### src/rtl/rst_seq_pkg.sv
// Shared types and parameter legality checks for the reset sequencer.
// Imported by rst_seq_gen.
package rst_seq_pkg;

    typedef enum logic [1:0] {
        ST_ASSERT,
        ST_HOLD,
        ST_RELEASE,
        ST_DONE
    } state_e;

    localparam int MIN_SYNC_STAGES = 2;
    localparam int MAX_CNT_W       = 30;

    // Counters run from 0 to X-1, so X-1 must fit in cnt_w bits.
    function automatic bit params_ok(
        input int n_ch,
        input int sync_stages,
        input int hold_cyc,
        input int stagger_cyc,
        input int cnt_w,
        input int ce_div
    );
        bit ok;
        ok = (n_ch >= 1) && (sync_stages >= MIN_SYNC_STAGES) &&
             (hold_cyc >= 1) && (stagger_cyc >= 1) &&
             (ce_div >= 1) && (cnt_w >= 1) && (cnt_w <= MAX_CNT_W);
        if (ok) begin
            ok = ((hold_cyc - 1) < (1 << cnt_w)) &&
                 ((stagger_cyc - 1) < (1 << cnt_w));
        end
        return ok;
    endfunction

endpackage

### src/rtl/rst_sync.sv
// Async-assert / sync-deassert reset synchroniser.
// Output rises SYNC_STAGES edges after rst_n is first sampled high.
module rst_sync #(
    parameter int SYNC_STAGES = 2
) (
    input  logic clk,
    input  logic rst_n,
    output logic sync_rst_n
);

    logic [SYNC_STAGES-1:0] ff;

    always_ff @(posedge clk or negedge rst_n) begin
        if (!rst_n) begin
            ff <= '0;
        end else begin
            ff <= {ff[SYNC_STAGES-2:0], 1'b1};
        end
    end

    assign sync_rst_n = ff[SYNC_STAGES-1];

endmodule

### src/rtl/rst_seq_gen.sv
// Reset sequencer: synchronised release, hold, then staggered
// per-channel release, plus a divided clock-enable.
module rst_seq_gen
    import rst_seq_pkg::*;
#(
    parameter int N_CH        = 4,
    parameter int SYNC_STAGES = 2,
    parameter int HOLD_CYC    = 3,
    parameter int STAGGER_CYC = 1,
    parameter int CNT_W       = 8,
    parameter int CE_DIV      = 2
) (
    input  logic            clk,
    input  logic            rst_n,
    input  logic            sw_rst_req,
    output logic [N_CH-1:0] ch_rst_n_o,
    output logic            rst_done_o,
    output logic            busy_o,
    output logic            ce_o
);

    localparam int IDX_W = (N_CH > 1) ? $clog2(N_CH) : 1;
    localparam int CE_W  = (CE_DIV > 1) ? $clog2(CE_DIV) : 1;

    localparam logic [CNT_W-1:0] HOLD_LAST = CNT_W'(HOLD_CYC - 1);
    localparam logic [CNT_W-1:0] STAG_LAST = CNT_W'(STAGGER_CYC - 1);
    localparam logic [IDX_W-1:0] IDX_LAST  = IDX_W'(N_CH - 1);
    localparam logic [CE_W-1:0]  CE_LAST   = CE_W'(CE_DIV - 1);

    generate
        if (!params_ok(N_CH, SYNC_STAGES, HOLD_CYC,
                       STAGGER_CYC, CNT_W, CE_DIV)) begin : g_bad_params
            $error("rst_seq_gen: illegal parameter set");
        end
    endgenerate

    logic             sync_rst_n;
    state_e           state;
    logic [CNT_W-1:0] cnt;
    logic [IDX_W-1:0] ch_idx;
    logic [CE_W-1:0]  ce_cnt;

    rst_sync #(
        .SYNC_STAGES(SYNC_STAGES)
    ) u_rst_sync (
        .clk        (clk),
        .rst_n      (rst_n),
        .sync_rst_n (sync_rst_n)
    );

    always_ff @(posedge clk or negedge rst_n) begin
        if (!rst_n) begin
            state      <= ST_ASSERT;
            cnt        <= '0;
            ch_idx     <= '0;
            ch_rst_n_o <= '0;
            rst_done_o <= 1'b0;
            busy_o     <= 1'b1;
        end else if (sw_rst_req) begin
            state      <= ST_ASSERT;
            cnt        <= '0;
            ch_idx     <= '0;
            ch_rst_n_o <= '0;
            rst_done_o <= 1'b0;
            busy_o     <= 1'b1;
        end else begin
            unique case (state)
                ST_ASSERT: begin
                    if (sync_rst_n) begin
                        state <= ST_HOLD;
                        cnt   <= '0;
                    end
                end
                ST_HOLD: begin
                    if (cnt == HOLD_LAST) begin
                        cnt           <= '0;
                        ch_rst_n_o[0] <= 1'b1;
                        ch_idx        <= IDX_W'(1);
                        if (N_CH == 1) begin
                            state      <= ST_DONE;
                            rst_done_o <= 1'b1;
                            busy_o     <= 1'b0;
                        end else begin
                            state <= ST_RELEASE;
                        end
                    end else begin
                        cnt <= cnt + 1'b1;
                    end
                end
                ST_RELEASE: begin
                    if (cnt == STAG_LAST) begin
                        cnt                <= '0;
                        ch_rst_n_o[ch_idx] <= 1'b1;
                        // Last channel out closes the sequence on this edge.
                        if (ch_idx == IDX_LAST) begin
                            state      <= ST_DONE;
                            rst_done_o <= 1'b1;
                            busy_o     <= 1'b0;
                        end else begin
                            ch_idx <= ch_idx + 1'b1;
                        end
                    end else begin
                        cnt <= cnt + 1'b1;
                    end
                end
                ST_DONE: begin
                end
                default: begin
                    state <= ST_ASSERT;
                end
            endcase
        end
    end

    // Divider ignores sw_rst_req so downstream enables keep their cadence.
    always_ff @(posedge clk or negedge rst_n) begin
        if (!rst_n) begin
            ce_cnt <= '0;
            ce_o   <= 1'b0;
        end else if (sync_rst_n) begin
            if (ce_cnt == CE_LAST) begin
                ce_cnt <= '0;
                ce_o   <= 1'b1;
            end else begin
                ce_cnt <= ce_cnt + 1'b1;
                ce_o   <= 1'b0;
            end
        end else begin
            ce_cnt <= '0;
            ce_o   <= 1'b0;
        end
    end

endmodule

### config.mk
export PLATFORM = sky130hd
export DESIGN_NAME = rst_seq_gen
export DESIGN_NICKNAME = d
export VERILOG_FILES = /design/src/rtl/rst_seq_pkg.sv /design/src/rtl/rst_sync.sv /design/src/rtl/rst_seq_gen.sv
export SDC_FILE = /design/constraint.sdc
export NUM_CORES = 1
export LEC_CHECK = 0
export CAP_MARGIN = 40
export CORE_MARGIN = 8
export CORE_UTILIZATION = 50
export CTS_CLUSTER_SIZE = 12
export DETAILED_ROUTE_END_ITERATION = 8
export PLACE_DENSITY_LB_ADDON = 0.15
export SLEW_MARGIN = 20
export SYNTH_ARGS = -nofsm -noshare
export SYNTH_HDL_FRONTEND = slang
export SYNTH_HIERARCHICAL = 1
export SYNTH_SLANG_ARGS = --single-unit
### constraint.sdc
create_clock -name clk -period 5.1 [get_ports clk]
set_clock_uncertainty 0.15 [all_clocks]
set_input_delay 1.275 -clock clk [delete_from_list [all_inputs] [get_ports clk]]
set_output_delay 1.275 -clock clk [all_outputs]
set_load 0.1 [all_outputs]
Yosys cells after proc, flatten, opt, wreduce, memory -nomap -nowiden
Index checks and enable logic that the tools add are counted.
Operators by class
  equality and inequality tests: 9
  add/sub/neg operators: 3
  magnitude comparators: 2
  reductions and logical operators: 14
  bitwise gates (word level): 1
  multiplexer cells: 35
Operator list (count)
  two-way mux 8 bit: 4
  case mux 8 bit (3 select lines): 1
  two-way mux 2 bit: 9
  two-way mux 1 bit: 14
  inequality test 3 bit (second input constant): 4
  adder 8 x 1 -> 8 bit (second input constant): 1
  == test 8 x 2 -> 1 bit (second input constant): 1
  logical NOT 8 bit: 1
  two-way mux 4 bit: 2
  case mux 2 bit (3 select lines): 1
  AND reduction 3 bit: 2
  nonzero test 2 bit: 3
  AND reduction 5 bit: 1
  == test 2 bit (second input constant): 2
  bitwise OR 4 bit: 1
  case mux 2 bit (2 select lines): 1
  AND reduction 2 bit: 2
  AND reduction 4 bit: 1
  nonzero test 4 bit: 1
  < comparator 2 x 3 -> 1 bit (second input constant): 1
  two-way mux 3 bit: 1
  inequality test 3 x 2 -> 1 bit (second input constant): 1
  nonzero test 3 bit: 1
  adder 2 x 1 -> 2 bit (second input constant): 1
  other kinds (7): 7
Word-level totals
  logic and storage cells: 74
  output and inout port bits: 7
  register bits after elaboration: 22
  bits of input ports: 3

Longest topological paths before layout
Gate-level depths: netlist of run 1.
  depth in word-level cells: 8
  gate-level depth with buffers: 7

Modules after synthesis
The synthesis of run 1 kept the hierarchy.
By module, submodules not included
  rst_seq_gen: cells an instance 124, area an instance 1217.4 µm², sequential area each 501.7 µm², instances 1
  rst_sync: cells an instance 3, area an instance 53.8 µm², sequential area each 50.0 µm², instances 1

Worst setup path after synthesis of run 1
OpenSTA, ideal clock, no wires.
  path kind: reg-to-output
  start point: register ch_rst_n_o[0]
  end point: output ch_rst_n_o[0]
  path buffers: 0
  path slack: 2778 ps
  cell stages (with the launch flop): 1
  arrival: 897 ps
  path through: dfrtp_1
RTL lines
  start, declared: RTL line rst_seq_gen.sv:16  | output logic [N_CH-1:0] ch_rst_n_o,
  start signal, assigned: RTL line rst_seq_gen.sv:56  | ch_rst_n_o <= '0;
  start signal, assigned: RTL line rst_seq_gen.sv:63  | ch_rst_n_o <= '0;
  start signal, assigned: RTL line rst_seq_gen.sv:77  | ch_rst_n_o[0] <= 1'b1;
No word-level cell between the ends.

Worst setup path after layout of run 1
  start point: input sw_rst_req
  end point: register cnt[2]
On the way
  cells in the longest elaborated chain, start to end: 2
  elaborated cells on any way between the ends: 4
Ends and longest elaborated chain
  start, declared: RTL line rst_seq_gen.sv:15  | input logic sw_rst_req,
  inequality test 3 x 2 -> 1 bit (no line) / nonzero test 4 bit (equally long branches)
  AND reduction 2 bit (no line)
  end signal, assigned: RTL line rst_seq_gen.sv:87  | cnt <= cnt + 1'b1;
  end signal, assigned: RTL line rst_seq_gen.sv:103  | cnt <= cnt + 1'b1;
  end, declared: RTL line rst_seq_gen.sv:39  | logic [CNT_W-1:0] cnt;
Several ways; a longest one is shown, not always the timed one.
A chain may end at the register's enable or synchronous reset.

==> flow_results.xml, run 1 <==
<?xml version="1.0" encoding="UTF-8"?>
<metrics>
  <group name="outcome">
    <metric name="outcome" unit="">completed</metric>
  </group>
  <group name="clock_network">
    <metric name="clkLatencyLatePin" unit="ns">0.31</metric>
    <metric name="hold_buffers" unit="">0</metric>
    <metric name="cts.clk_slew.worst_paths" unit="ns">0.12</metric>
    <metric name="postCtsSetupBuffers" unit="">0</metric>
    <metric name="cts_inserted_buffers" unit="">3</metric>
    <metric name="ctsRootBufferMaster" unit="">clkbuf_4</metric>
    <metric name="tritoncts_clock_tree" unit="">yes</metric>
    <metric name="clock_sinks" unit="">22</metric>
    <metric name="ctsHtreeMaxLevel" unit="">1</metric>
    <metric name="cts_max_path_bufs" unit="">2</metric>
    <metric name="ctsResizeCount" unit="">0</metric>
  </group>
  <group name="cells_and_area">
    <metric name="ff_latch_area" unit="um^2">552</metric>
    <metric name="syn_to_final_growth" unit="%">22.9</metric>
    <metric name="filler_cell_count" unit="">192</metric>
    <metric name="multiInputGateArea" unit="um^2">651</metric>
    <metric name="insertedDiodeCount" unit="">0</metric>
    <metric name="drive_gt1_frac" unit="">0.151</metric>
    <metric name="finalNetCount" unit="">160</metric>
    <metric name="fin_cells" unit="">176</metric>
    <metric name="fin_util" unit="">0.637</metric>
    <metric name="final_cell_area" unit="mm^2">0.00156</metric>
  </group>
  <group name="sta">
    <metric name="min_period" unit="ns">3.08</metric>
    <metric name="maxSlewHeadroom" unit="">0.435</metric>
    <metric name="tightest_slew" unit="ns">0.845</metric>
    <metric name="slew_violations" unit="">0</metric>
    <metric name="setup_repair_after_global_routing_missed_its_margin" unit="">no</metric>
    <metric name="final.setup.worst_slack" unit="ns">2.02</metric>
    <metric name="period_share" unit="">0.604</metric>
    <metric name="fin_tns_setup" unit="ns">0</metric>
    <metric name="worst_hold_slack" unit="ns">0.221</metric>
    <metric name="setup_violations" unit="">0</metric>
    <metric name="max_freq" unit="MHz">325</metric>
    <metric name="final-hold-violation-count" unit="">0</metric>
  </group>
  <group name="critical_path">
    <metric name="timing_worst_setup_path_type" unit="">in2reg</metric>
    <metric name="critical_path_required" unit="ns">5.16</metric>
    <metric name="regToRegEndpoint" unit="">cnt[2]</metric>
    <metric name="worst_setup_end_kind" unit="">flop</metric>
    <metric name="critical_path.endpoint" unit="">cnt[2]</metric>
    <metric name="cp_top_family" unit="">simple AND/OR/NAND/NOR gates</metric>
    <metric name="timing.critical_path.buf_inv" unit="">1</metric>
    <metric name="worst_ep_arrival_time" unit="ns">3.14</metric>
    <metric name="cp_cell_sequence" unit="">clkdlybuf4s50_1 -&gt; nor2_1 -&gt; a2111oi_0 -&gt; a221o_1</metric>
    <metric name="crit_path_max_incr_delay" unit="ns">0.77</metric>
    <metric name="worst-r2r-cell-count" unit="">6</metric>
    <metric name="crit_path_start_kind" unit="">input port</metric>
    <metric name="critical_path_cell_count" unit="">4</metric>
    <metric name="worst_path_max_delay_cell" unit="">nor2_1</metric>
    <metric name="setup.reg_to_reg.worst_slack" unit="ns">2.67</metric>
    <metric name="crit_path_max_fanout" unit="">14</metric>
    <metric name="worst_r2r_startpoint" unit="">state[0]</metric>
    <metric name="launch_point_of_the_worst_path" unit="">sw_rst_req</metric>
  </group>
  <group name="route">
    <metric name="viasPerCell" unit="">5.61</metric>
    <metric name="drt-pass1-iter-count" unit="">4</metric>
    <metric name="drcViolationCount" unit="">0</metric>
    <metric name="dr.first_iter.drc_count" unit="">56</metric>
    <metric name="avgRoutedWirePerCell" unit="um">13.9</metric>
    <metric name="drt.antenna.violating_nets" unit="">0</metric>
    <metric name="wirelength" unit="um">2460</metric>
    <metric name="routed-via-count" unit="">987</metric>
  </group>
  <group name="worst_hold_path">
    <metric name="worst_hold_path_type" unit="">reg2reg</metric>
    <metric name="hold_path_depth" unit="">0</metric>
  </group>
  <group name="logic_synthesis">
    <metric name="synth.lib_cells_used.distinct" unit="">37</metric>
    <metric name="yosysSeqAreaShare" unit="">0.434</metric>
    <metric name="yosys_warnings" unit="">6</metric>
    <metric name="synth.net_count" unit="">140</metric>
    <metric name="postSynthRegisterBits" unit="">22</metric>
    <metric name="mappedNetlistArea" unit="mm^2">0.00127</metric>
    <metric name="post_synthesis_instance_total" unit="">127</metric>
    <metric name="synth.top_cells.by_area" unit="">dfrtp_1 (41%), ha_1 (9.8%), inv_1 (4.7%)</metric>
    <metric name="yosys.area.top_type_share" unit="">0.413</metric>
    <metric name="post-synth-top-area-cell" unit="">dfrtp_1</metric>
    <metric name="syn-mean-instance-area" unit="um^2">10.0</metric>
  </group>
  <group name="global_routing">
    <metric name="globalRouteOverflowTotal" unit="">0</metric>
    <metric name="grt_first_pass_wirelength" unit="um">4310</metric>
    <metric name="antenna_found_initial" unit="">0</metric>
    <metric name="first_global_vias" unit="">974</metric>
    <metric name="grt_max_degree" unit="">15</metric>
    <metric name="globalRouteTotalUtil" unit="">0.123</metric>
  </group>
  <group name="power">
    <metric name="power" unit="mW">0.566</metric>
    <metric name="ir_worst_vdd" unit="V">0.000323</metric>
    <metric name="power.density" unit="mW/mm^2">362</metric>
    <metric name="cellLeakagePower" unit="nW">0.689</metric>
  </group>
  <group name="job">
    <metric name="max_capacitance_violation_total" unit="">0</metric>
  </group>
  <group name="floorplanning">
    <metric name="ioPinCount" unit="">10</metric>
    <metric name="floorplan.rows" unit="">18</metric>
    <metric name="design.die.area" unit="mm^2">0.00441</metric>
    <metric name="core_area" unit="mm^2">0.00245</metric>
    <metric name="die_extent_in_x" unit="um">66.4</metric>
    <metric name="die_height" unit="um">66.4</metric>
    <metric name="initial_core_util" unit="">0.518</metric>
  </group>
  <group name="placed_design">
    <metric name="dp_cells" unit="">172</metric>
    <metric name="gp_congestion" unit="">0.828</metric>
    <metric name="setup_slack_after_placement" unit="ns">1.77</metric>
    <metric name="placed_cell_area" unit="mm^2">0.00151</metric>
    <metric name="dp_hpwl" unit="um">1930</metric>
    <metric name="buffer_ports.inserted" unit="">9</metric>
  </group>
</metrics>
## cell type report
class                   instances  share of cell area
clock buffers                   3              0.0144
flip-flops and latches         22               0.353
repair buffers                 17               0.135
clock inverters                 1              0.0192
well taps                      30              0.0240
inverters                      16              0.0384
multi-input cells              87               0.416
## Yosys cell counts
master     instances
nor2_1             2
nand4_1            1
o21ai_0            9
dfstp_2            1
nand2b_1           3
a211o_1            1
nand3_1            2
a2111oi_1          1
clkbuf_1           1
a21o_1             2
nand3_2            1
conb_1             1
a41o_1             1
and4_2             1
a2111oi_0          3
inv_1             16
and2_1             2
and3_1             1
buf_2              1
a41o_2             1
a211oi_1           1
a31o_2             2
a21oi_1           10
a311oi_1           1
nor4_4             1
dfrtp_1           21
nand2_1           10
or3_1              1
nor2b_1            4
nor3_1             1
a221o_1            4
or2_2              1
mux2i_1            4
a31oi_1            1
mux2_2             2
a32o_1             2
ha_1              10
## logic make-up after synthesis
logic type,synth area share
AO/OA/AOI/OAI,0.218
AND/OR/NAND/NOR,0.144
flip-flops,0.434
buffers and inverters,0.0541
adder cells (fa/ha/maj),0.0984
multiplexers,0.0492
other,0.00295
## where the power goes
| group | leakage (nW) | switching (mW) | internal [mW] | total, mW |
|---|---|---|---|---|
| Combinational | 0.370 | 0.139 | 0.0869 | 0.226 |
| Sequential | 0.291 | 0.0143 | 0.192 | 0.206 |
| Clock | 0.0279 | 0.0546 | 0.0795 | 0.134 |
| Total | 0.689 | 0.208 | 0.358 | 0.566 |
## registers in the layout (all words and copies together), names as in the netlist
signal and count:
ce_cnt 1, state 2, u_rst_sync/ff 2, ce_o 1, rst_done_o 1, busy_o 1, ch_rst_n_o 4, cnt 8
ch_idx 2
## metal layers
metal | vias to the layer above | part of all wire | track usage
li1 | 495 | - | -
met3 | 4 | 0.037 | 0.0254
met4 | 0 | 0.011 | 0.0480
met5 | - | 0 | 0
met2 | 16 | 0.47 | 0.200
met1 | 472 | 0.48 | 0.154
## worst min path at each step
stage                                   to             start
after floorplan           u_rst_sync/ff[1]  u_rst_sync/ff[0]
after global placement    u_rst_sync/ff[1]  u_rst_sync/ff[0]
after detailed placement  u_rst_sync/ff[1]  u_rst_sync/ff[0]
after CTS                 u_rst_sync/ff[1]  u_rst_sync/ff[0]
after global routing      u_rst_sync/ff[1]  u_rst_sync/ff[0]
final                     u_rst_sync/ff[1]  u_rst_sync/ff[0]
## cells in the final DEF (no fill, tap or decap), types with 2 or more instances in the layout
master,instances
a2111oi_0,3
a21o_1,2
a21oi_1,10
a221o_1,4
a31o_2,2
a32o_1,2
and2_1,2
buf_8,8
clkbuf_4,3
clkdlybuf4s50_1,9
dfrtp_1,21
ha_1,10
inv_1,16
mux2_2,2
mux2i_1,4
nand2_1,10
nand2b_1,3
nand3_1,2
nor2_1,2
nor2b_1,4
o21ai_0,9
(Power assumes the default switching activity.)
==> run 2, diff against run 1 <==
==> constraint.sdc (replaced) <==
create_clock -name clk -period 3.2 [get_ports clk]
set_clock_uncertainty 0.15 [all_clocks]
set_input_delay 0.8 -clock clk [delete_from_list [all_inputs] [get_ports clk]]
set_output_delay 0.8 -clock clk [all_outputs]
set_load 0.1 [all_outputs]
==> run 2 against run 1 <==
Non-clock buffer count is 5 lower. Combinational power is 49% higher. Routed wire length is 3.4% lower. Sequential share of layout area is 3.2 points higher. Final area is 8.4% lower. Die area stayed put. Clock-buffer cell count is 1 higher. Sequential power is 60% higher. Via count is 1.4% lower. Critical path depth is 3 higher. Worst setup slack worse by 0.98 ns. Critical endpoint is now cnt[4]. Largest cell class unchanged.
==> flow_results.xml, run 2 (same netlist as run 1, synthesis figures left out) <==
<?xml version="1.0" encoding="UTF-8"?>
<metrics>
  <group name="sta">
    <metric name="final-hold-violation-count" unit="">0</metric>
    <metric name="period_share" unit="">0.675</metric>
    <metric name="min_period" unit="ns">2.16</metric>
    <metric name="setup_repair_after_global_routing_missed_its_margin" unit="">no</metric>
    <metric name="slew_violations" unit="">0</metric>
    <metric name="fin_tns_setup" unit="ns">0</metric>
    <metric name="setup_violations" unit="">0</metric>
    <metric name="max_freq" unit="MHz">463</metric>
  </group>
  <group name="clock_network">
    <metric name="cts_inserted_buffers" unit="">3</metric>
    <metric name="postCtsSetupBuffers" unit="">0</metric>
    <metric name="clock_sinks" unit="">22</metric>
    <metric name="ctsHtreeMaxLevel" unit="">1</metric>
    <metric name="cts.clk_slew.worst_paths" unit="ns">0.11</metric>
    <metric name="clkLatencyLatePin" unit="ns">0.30</metric>
    <metric name="cts_max_path_bufs" unit="">2</metric>
    <metric name="ctsRootBufferMaster" unit="">clkbuf_4</metric>
    <metric name="hold_buffers" unit="">0</metric>
    <metric name="tritoncts_clock_tree" unit="">yes</metric>
    <metric name="ctsResizeCount" unit="">0</metric>
  </group>
  <group name="power">
    <metric name="ir_worst_vdd" unit="V">0.000407</metric>
    <metric name="cellLeakagePower" unit="nW">0.649</metric>
    <metric name="power.density" unit="mW/mm^2">570</metric>
  </group>
  <group name="route">
    <metric name="drt-pass1-iter-count" unit="">4</metric>
    <metric name="routed-via-count" unit="">973</metric>
    <metric name="drcViolationCount" unit="">0</metric>
    <metric name="met2_length" unit="um">1180</metric>
    <metric name="wirelength" unit="um">2370</metric>
    <metric name="wl_met1" unit="um">1080</metric>
    <metric name="dr.first_iter.drc_count" unit="">41</metric>
    <metric name="avgRoutedWirePerCell" unit="um">13.9</metric>
    <metric name="viasPerCell" unit="">5.69</metric>
    <metric name="met3_length" unit="um">96</metric>
    <metric name="route.top_layer_used" unit="">met4</metric>
    <metric name="drt.antenna.violating_nets" unit="">0</metric>
  </group>
  <group name="critical_path">
    <metric name="critical_path_required" unit="ns">3.25</metric>
    <metric name="crit_path_max_fanout" unit="">10</metric>
    <metric name="launch_point_of_the_worst_path" unit="">state[0]</metric>
    <metric name="timing_worst_setup_path_type" unit="">reg2reg</metric>
    <metric name="crit_path_start_kind" unit="">flop</metric>
    <metric name="crit_path_max_incr_delay" unit="ns">0.39</metric>
    <metric name="worst_r2r_startpoint" unit="">state[0]</metric>
    <metric name="setup.reg_to_reg.worst_slack" unit="ns">1.04</metric>
    <metric name="worst_setup_end_kind" unit="">flop</metric>
    <metric name="worst_ep_arrival_time" unit="ns">2.21</metric>
    <metric name="worst_path_max_delay_cell" unit="">dfrtp_1</metric>
    <metric name="critical_path.endpoint" unit="">cnt[4]</metric>
    <metric name="regToRegEndpoint" unit="">cnt[4]</metric>
    <metric name="cp_cell_sequence" unit="">inv_1 -&gt; ha_1 -&gt; mux2_2 -&gt; nor2_1 -&gt; buf_4 -&gt; a2111oi_0 -&gt; a221o_1</metric>
    <metric name="worst-r2r-cell-count" unit="">7</metric>
  </group>
  <group name="cells_and_area">
    <metric name="largest_register_ffs" unit="">8</metric>
    <metric name="largest-register" unit="">cnt</metric>
    <metric name="filler_cell_count" unit="">214</metric>
    <metric name="layout_commonest_cell" unit="">dfrtp_1</metric>
    <metric name="final_cell_area" unit="mm^2">0.00143</metric>
    <metric name="ff_latch_area" unit="um^2">552</metric>
    <metric name="multiInputGateArea" unit="um^2">651</metric>
    <metric name="fin_cells" unit="">171</metric>
    <metric name="insertedDiodeCount" unit="">0</metric>
    <metric name="layout.cells.most_common_list" unit="">dfrtp_1 (21), inv_1 (16)</metric>
    <metric name="finalNetCount" unit="">155</metric>
    <metric name="drive_gt1_frac" unit="">0.170</metric>
    <metric name="syn_to_final_growth" unit="%">12.6</metric>
    <metric name="largest_registers_in_the_final_layout" unit="">cnt: 8 flops, ch_rst_n_o: 4 flops</metric>
  </group>
  <group name="global_routing">
    <metric name="globalRouteOverflowTotal" unit="">0</metric>
    <metric name="globalRouteTotalUtil" unit="">0.116</metric>
    <metric name="antenna_found_initial" unit="">0</metric>
    <metric name="grt_first_pass_wirelength" unit="um">4000</metric>
    <metric name="first_global_vias" unit="">923</metric>
    <metric name="grt_max_degree" unit="">23</metric>
  </group>
  <group name="floorplanning">
    <metric name="design.die.area" unit="mm^2">0.00441</metric>
    <metric name="core_area" unit="mm^2">0.00245</metric>
    <metric name="die_extent_in_x" unit="um">66.4</metric>
    <metric name="floorplan.rows" unit="">18</metric>
    <metric name="ioPinCount" unit="">10</metric>
    <metric name="die_height" unit="um">66.4</metric>
    <metric name="initial_core_util" unit="">0.518</metric>
  </group>
  <group name="placed_design">
    <metric name="placed_cell_area" unit="mm^2">0.00140</metric>
    <metric name="dp_hpwl" unit="um">1830</metric>
    <metric name="gp_congestion" unit="">0.814</metric>
    <metric name="buffer_ports.inserted" unit="">9</metric>
    <metric name="dp_cells" unit="">167</metric>
  </group>
  <group name="job">
    <metric name="max_capacitance_violation_total" unit="">0</metric>
  </group>
  <group name="worst_hold_path">
    <metric name="worst_hold_path_type" unit="">reg2reg</metric>
  </group>
  <group name="outcome">
    <metric name="outcome" unit="">completed</metric>
  </group>
</metrics>
-- run 2: cell count changes in the layout (fill, tap and decap cells not counted) --
| cell | before | now |
|---|---|---|
| buf_8 | 8 | 0 |
| clkbuf_8 | 0 | 1 |
| bufinv_16 | 1 | 0 |
| clkdlybuf4s50_1 | 9 | 2 |
| buf_4 | 0 | 10 |
-- run 2: final cells by class --
| cell class | instances | share of cell area |
|---|---|---|
| sequential | 22 | 0.385 |
| timing repair buffer | 12 | 0.0664 |
| multi-input combinational | 87 | 0.455 |
| tap | 30 | 0.0262 |
| inverter | 16 | 0.0420 |
| clock buffer | 4 | 0.0253 |
-- run 2: worst min path at each step --
stage	from	end	cells after the start
final	u_rst_sync/ff[0]	u_rst_sync/ff[1]	0
after global routing	u_rst_sync/ff[0]	u_rst_sync/ff[1]	0
after CTS	u_rst_sync/ff[0]	u_rst_sync/ff[1]	0
after detailed placement	u_rst_sync/ff[0]	u_rst_sync/ff[1]	0
after global placement	u_rst_sync/ff[0]	u_rst_sync/ff[1]	0
after floorplan	u_rst_sync/ff[0]	u_rst_sync/ff[1]	0
-- run 2: layer usage --
layer  vias up  GRT usage
li1        487          -
met1       466      0.138
met2        18      0.192
met3         2     0.0271
met4         0     0.0560
met5         -          0
-- run 2: per-stage QoR --
step / hold WS (ns) / setup WS, ns / power [mW] / util
CTS: 0.224 / 1.05 / 0.825 / 0.583
floorplan: 0.181 / 1.22 / 0.590 / -
detailed placement: 0.196 / 0.761 / 0.673 / 0.568
global placement: 0.193 / 0.805 / 0.663 / 0.568
finish: 0.220 / 1.04 / 0.816 / 0.583
global route: 0.227 / 0.935 / 0.871 / 0.583
-- run 2: worst max-delay path, delay by kind of cell (launching register included) --
family                   cells  cell delay (ns)
flip-flops                   1             0.39
AO/OA/AOI/OAI                2             0.34
adder cells (fa/ha/maj)      1             0.32
buffers and inverters        2             0.30
multiplexers                 1             0.29
AND/OR/NAND/NOR              1             0.25
-- run 2: power breakdown --
group | switching (mW) | internal (mW) | total [mW]
clock | 0.0808 | 0.0695 | 0.150
sequential | 0.0236 | 0.305 | 0.329
combinational | 0.214 | 0.123 | 0.337
total | 0.318 | 0.498 | 0.816
